===== src/rtl/caliptra_prim_blank_ctrl.sv =====
// rtl/caliptra_prim_blank_ctrl.sv - registered blanking enable controller gating a secret path

// Bitwise AND gate used to blank the secret path.
module caliptra_prim_and2 #(
  parameter int Width = 1
) (
  input  logic [Width-1:0] a,
  input  logic [Width-1:0] b,
  output logic [Width-1:0] y
);

  assign y = a & b;

endmodule

// Controller that opens a blanking window after a handshake plus arming delay.
module caliptra_prim_blank_ctrl #(
  parameter int Width         = 32,
  parameter int ArmCycles     = 2,
  parameter int MaxOpenCycles = 16
) (
  input  logic             clk_i,
  input  logic             rst_i,
  input  logic             req_i,
  input  logic             src_valid_i,
  input  logic             lock_i,
  input  logic             ack_i,
  input  logic [Width-1:0] data_i,
  output logic             en_o,
  output logic [Width-1:0] data_o,
  output logic             done_o,
  output logic             timeout_o,
  output logic             locked_o
);

  // The counter serves both the arming delay and the open window.
  localparam int MaxCnt = (ArmCycles > MaxOpenCycles) ? ArmCycles : MaxOpenCycles;
  localparam int CntW   = $clog2(MaxCnt + 1);

  localparam logic [CntW-1:0] ArmLast  = CntW'(ArmCycles - 1);
  localparam logic [CntW-1:0] OpenLast = CntW'(MaxOpenCycles - 1);
  localparam logic [CntW-1:0] CntSat   = {CntW{1'b1}};

  typedef enum logic [2:0] {
    StIdle,
    StArm,
    StOpen,
    StClose,
    StLocked
  } state_e;

  state_e          state;
  logic [CntW-1:0] cnt;
  logic [CntW-1:0] cnt_inc;
  logic            drop;
  logic            en_q;
  logic            done_q;
  logic            timeout_q;
  logic            locked_q;

  // Saturating increment so a long hold can never wrap back to a match value.
  assign cnt_inc = (cnt == CntSat) ? cnt : cnt + CntW'(1);

  // Either half of the handshake going away abandons the transfer.
  assign drop = !req_i || !src_valid_i;

  // Controller state, counter and all outputs; enable is set on the edge that enters Open.
  always_ff @(posedge clk_i or posedge rst_i) begin
    if (rst_i) begin
      state     <= StIdle;
      cnt       <= '0;
      en_q      <= 1'b0;
      done_q    <= 1'b0;
      timeout_q <= 1'b0;
      locked_q  <= 1'b0;
    end else begin
      done_q <= 1'b0;
      if (lock_i) begin
        // Lock overrides everything, including a same-cycle ack.
        state    <= StLocked;
        cnt      <= '0;
        en_q     <= 1'b0;
        locked_q <= 1'b1;
      end else begin
        case (state)
          StIdle: begin
            if (req_i && src_valid_i) begin
              state <= StArm;
              cnt   <= '0;
            end
          end
          StArm: begin
            if (drop) begin
              state <= StIdle;
              cnt   <= '0;
            end else if (cnt == ArmLast) begin
              state <= StOpen;
              cnt   <= '0;
              en_q  <= 1'b1;
            end else begin
              cnt <= cnt_inc;
            end
          end
          StOpen: begin
            if (ack_i || drop) begin
              state  <= StClose;
              cnt    <= '0;
              en_q   <= 1'b0;
              done_q <= 1'b1;
            end else if (cnt == OpenLast) begin
              state     <= StClose;
              cnt       <= '0;
              en_q      <= 1'b0;
              done_q    <= 1'b1;
              timeout_q <= 1'b1;
            end else begin
              cnt <= cnt_inc;
            end
          end
          StClose: begin
            // No re-open until the consumer withdraws its request.
            if (!req_i) begin
              state <= StIdle;
            end
          end
          StLocked: begin
            state <= StLocked;
          end
          default: begin
            state <= StIdle;
            cnt   <= '0;
            en_q  <= 1'b0;
          end
        endcase
      end
    end
  end

  assign en_o      = en_q;
  assign done_o    = done_q;
  assign timeout_o = timeout_q;
  assign locked_o  = locked_q;

  caliptra_prim_and2 #(
    .Width(Width)
  ) u_blank_and (
    .a(data_i),
    .b({Width{en_q}}),
    .y(data_o)
  );

endmodule


===== config.mk =====
export PLATFORM = sky130hd
export DESIGN_NAME = caliptra_prim_blank_ctrl
export DESIGN_NICKNAME = d
export VERILOG_FILES = /design/src/rtl/caliptra_prim_blank_ctrl.sv
export SDC_FILE = /design/constraint.sdc
export NUM_CORES = 1
export LEC_CHECK = 0
export ABC_AREA = 1
export BUFFER_PORTS_ARGS = -buffer_cell sky130_fd_sc_hd__buf_2
export CORE_MARGIN = 2
export CORE_UTILIZATION = 44
export CTS_CLUSTER_SIZE = 14
export DETAILED_ROUTE_END_ITERATION = 8
export PLACE_DENSITY = 0.84
export SKIP_CTS_REPAIR_TIMING = 1
export SYNTH_ARGS = -nofsm -noshare
export SYNTH_HDL_FRONTEND = slang
export SYNTH_SLANG_ARGS = --single-unit

===== constraint.sdc =====
create_clock -name clk_i -period 3.2 [get_ports clk_i]
set_clock_uncertainty 0.15 [all_clocks]
set_input_delay 0.48 -clock clk_i [delete_from_list [all_inputs] [get_ports clk_i]]
set_output_delay 0.48 -clock clk_i [all_outputs]
set_load 0.01 [all_outputs]

---- Word-level counts from Yosys, hierarchy flattened ----
Cells that the tools add are included.
storage, ports and cells
  ROM bits ................................ 0
  bits of input ports ..................... 38
  register bits ........................... 12
  word-level logic and storage cells ...... 63
  output and inout bits ................... 36
  latch bits .............................. 0
  memories ................................ 0
  bits in writable memories ............... 0
cells by class
  $lt $le $gt $ge ......................... 0
  equal/unequal tests ..................... 15
  shift operators ......................... 0
  bitwise gates (word level) .............. 3
  reduce and logical (&&, ||, !) cells .... 12
  div/mod/pow operators ................... 0
  $add $sub $neg .......................... 1
  multiply operators ...................... 0
  muxes and demuxes ....................... 26
operators with widths
  operator                                       number
  two-way mux 5 bit                              7
  AND 32 bit                                     1
  two-way mux 3 bit                              7
  one-hot mux 5 bit (4 select lines)             1
  one-hot mux 3 bit (5 select lines)             1
  != test 3 bit, second input constant           4
  AND reduction 4 bit                            3
  two-way mux 1 bit                              9
  != test 4 bit, second input constant           2
  == test 3 x 2 -> 1 bit, second input constant  2
  adder 5 x 1 -> 5 bit, second input constant    1
  == test 5 x 1 -> 1 bit, second input constant  1
  == test 5 x 4 -> 1 bit, second input constant  1
  == test 5 bit, second input constant           1
  != test 2 x 1 -> 1 bit, second input constant  2
  == test 3 x 1 -> 1 bit, second input constant  1
  == test 3 bit, second input constant           1
  logical NOT 3 bit                              1
  one-hot mux 1 bit (3 select lines)             1
  OR reduction 3 bit                             1
  logical NOT 1 bit                              2
  logical OR 1 bit                               2
  inverter 1 bit                                 2
  AND reduction 2 bit                            1
  2 further kinds                                2

---- Logic depth before layout (Yosys ltp) ----
  depth in word-level cells ............... 6
  mapped depth ............................ 11
  gate-level depth less buffers ........... 11

---- Hierarchy ----
Synthesis repeated with hierarchy kept, for this count alone.
unflattened totals
  cells, all modules ...................... 177
  area total of the unflattened synthesis .. 1059.8 sq um
by module, submodules not included
  module                    cells an instance  seq. area each (sq um)  area each (sq um)  instances
  caliptra_prim_blank_ctrl  113                300.3                   819.5              1
  caliptra_prim_and2        64                 0.0                     240.2              1

---- Worst setup path before layout ----
Ideal clock, no wire load.
  path type ............................... register -> output
  start ................................... register en_q (netlist: en_o)
  end ..................................... output port data_o[0]
  buffers on the path ..................... 2
  data required time ...................... 2.570 ns
  arrival ................................. 1.003 ns
  setup slack ............................. 1.567 ns
  cell stages (with the launch flop) ...... 5
  path through ............................ dfrtp_1 clkbuf_1 clkbuf_1 nand2_1 inv_1
between the ends
  longest elaborated chain between the ends .. 1
RTL lines
  element                 RTL line  RTL
  start, declared         56        logic en_q;
  start signal, assigned  72        en_q <= 1'b0;
  start signal, assigned  82        en_q <= 1'b0;
  start signal, assigned  99        en_q <= 1'b1;
  AND 32 bit              12        assign y = a & b;
  end, declared           30        output logic [Width-1:0] data_o,
Every way passes these cells.

---- Worst setup path in the final report ----
  start ................................... register en_q (netlist: en_o)
  end ..................................... output port data_o[5]
The elaborated chain is that of the path after synthesis.

==> flow_summary_export.csv <==
group,metric,value,unit
synth,yosysTopAreaCell,"dfrtp_1",
hold_path,timing.hold.worst.class,"in -> async",
finish,mostFrequentLayoutCells,"73 x buf_2, 69 x nand2_1, 47 x inv_1",
synth,post_synth_instance_area,1080,µm²
timing,setup_tns,0,ns
clock_tree,cts_max_path_buffers,2,
synth,yosys_warnings,0,
clock_tree,clock_latency,0.29,ns
finish,insertedDiodeCount,0,
synth,synth_area_leaders,"dfrtp_1 28%, nand2_1 24%, inv_1 16%",
synth,synth_top_area_share,27.9,%
synth,edff_count_synth,0,
setup_path,ff2ff_path_depth,8,
synth,netlist_instances,185,
run,timing.max_cap.violations,0,
clock_tree,cts.htree.levels,1,
timing,setup_violations,0,
floorplanning,rows,17,
timing,max_clock_freq,0.457,GHz
floorplanning,io_pins,74,
placement,dp_hpwl,2340,µm
setup_path,r2r_setup_slack,1.61,ns
clock_tree,clock_sinks,12,
power_and_ir_drop,clkPwrFrac,39.2,%
route,wl_per_cell,10.6,µm
timing,final.period_utilization,68.4,%
timing,grt_setup_unrepaired,"false",
global_routing,grt_antenna_before_repair,0,
power_and_ir_drop,static-leakage-power,1.16,nW
setup_path,rr_endpoint,"state[1]",
floorplanning,fp.dieW,53.5,µm
timing,final_max_slew_viol_count,0,
placement,placedCellCount,280,
route,detail_route.iter0.violations,42,
power_and_ir_drop,p_int,0.245,mW
route,via_count,1308,
clock_tree,clk_transition_reported_paths,0.09,ns
placement,number_of_buffers_inserted_by_port_buffering,73,
power_and_ir_drop,worst_vdd_rail_ir_drop,0.218,mV
power_and_ir_drop,p_switching,0.0851,mW
setup_path,timing_worst_setup_path_type,"reg -> out",
finish,drive_above_1_share,35.9,%
finish,instances_no_fill,284,
setup_path,required,2.57,ns
setup_path,r2r_start,"cnt[0]",
clock_tree,number_of_buffers_created_by_cts,3,
global_routing,grt_first_pass_wirelength,4310,µm
route,drt_first_pass_iters,4,
floorplanning,core_area,2250,µm²
synth,synth_nets,225,
power_and_ir_drop,switching_share,25.8,%
synth,unique_masters_post_synth,21,
setup_path,cp_max_fo,34,
run_status,outcome,"finished clean",
setup_path,setup.worst_path.start_class,"register",
global_routing,groute.usage.overall,20.7,%
timing,worstMarginPinSlew,0.891,ns
clock_tree,tritoncts,"yes",
global_routing,vias_in_the_first_global_route,981,
finish,final_common_cell,"buf_2",
clock_tree,cts-root-buf,"clkbuf_4",
finish,flow.area_growth_from_synthesis,37.1,%
route,postRouteAntennaNets,0,
synth,synth_top_flop_cell,"dfrtp_1",
placement,place_congestion,0.887,
route,route.final.wire_length,3000,µm
global_routing,pin_count_of_the_biggest_net_entering_global_routing,35,
setup_path,cp_data_arrival_time,1.56,ns
floorplanning,initial_utilization,47.8,%
route,routed_via_density,4.61,
floorplanning,floorplan.die_area,2860,µm²
global_routing,gr-total-overflow,0,
route,drc,0,
power_and_ir_drop,p_seq_share,47.2,%
power_and_ir_drop,combinationalPowerShare,13.6,%
synth,post_synth.cell_area_avg,5.82,µm²
timing,max-slew-margin-rel,40.6,%
synth,seq_area_frac_synth,27.9,%
power_and_ir_drop,pwr_cell_area,223,nW/µm²
finish,layout.nets,297,
synth,yosys_register_bits,12,
synth,async_reset_ff_share,100,%
timing,final_period_minus_worst_setup_slack,2.19,ns
floorplanning,fp.dieH,53.5,µm
timing,fin_hold_viols,0,
setup_path,end_kind,"output pin",
-- final cells by class --
type	count	area, µm²
tap	28	35.0
clock buffer	4	36.3
inverter	49	184
multi-input combinational	118	556
timing repair buffer	73	365
fill	229	778
sequential	12	300
-- Yosys cell counts, types with 2 or more instances --
master	instances
nand2_1	69
inv_1	47
nand3_1	16
dfrtp_1	12
nor2_1	8
clkbuf_1	4
nand2_2	4
o21ai_0	4
nand4_1	3
buf_6	2
ha_1	2
inv_2	2
nand3_2	2
nor2_2	2
or2_2	2
-- flip-flops by register name, indices dropped and copies added, names as in the netlist --
signal and flops:
locked_o 1, cnt 5, state 3, timeout_o 1
done_o 1, en_o 1
-- cells by family after synthesis --
| logic type | synth area share, % |
|---|---|
| buffers and inverters | 20.6 |
| AND/OR/NAND/NOR | 44.6 |
| adder cells (fa/ha/maj) | 2.32 |
| AO/OA/AOI/OAI | 4.65 |
| flip-flops | 27.9 |
-- worst max path at each step --
stage	startpoint	endpoint	slack, ns	cells past startpoint
floorplan	en_o	data_o[0]	1.57	4
finish	en_o	data_o[5]	1.01	3
CTS	en_o	data_o[9]	1.01	3
global placement	en_o	data_o[30]	1.33	3
detailed placement	en_o	data_o[9]	1.32	3
global route	en_o	data_o[21]	0.85	3
-- power by group through the flow --
stage          sequential [mW]  combinational [mW]  clock [mW]
2_1_floorplan            0.158              0.0185           0
3_3_place_gp             0.159              0.0435           0
3_5_place_dp             0.159              0.0442           0
4_1_cts                  0.156              0.0450       0.127
5_1_grt                  0.156              0.0510       0.133
6_report                 0.156              0.0447       0.129
-- per-layer routing --
metal	track usage, %	routed length, µm	vias up
li1	-	-	685
met1	23.2	1190	565
met2	39.1	1540	54
met3	2.54	243	4
met4	7.69	23	0
met5	0	0	-
-- worst max-delay path, stage by stage (launching register included) --
cell     delay [ns]
dfrtp_1        0.93
nand2_1        0.12
inv_1          0.09
buf_2          0.12
-- stage by stage --
| step | instance area [µm²] | worst slack, ns | utilization, % | total power [mW] | hold slack, ns |
|---|---|---|---|---|---|
| 2_1_floorplan | 1080 | 1.57 | - | 0.177 | 0.195 |
| 3_3_place_gp | 1440 | 1.33 | 63.9 | 0.202 | 0.295 |
| 3_5_place_dp | 1440 | 1.32 | 63.9 | 0.203 | 0.298 |
| 4_1_cts | 1480 | 1.01 | 65.5 | 0.328 | 0.0670 |
| 5_1_grt | 1480 | 0.847 | 65.5 | 0.340 | 0.109 |
| 6_report | 1480 | 1.01 | 65.5 | 0.330 | 0.0385 |
(Power assumes the default switching activity.)
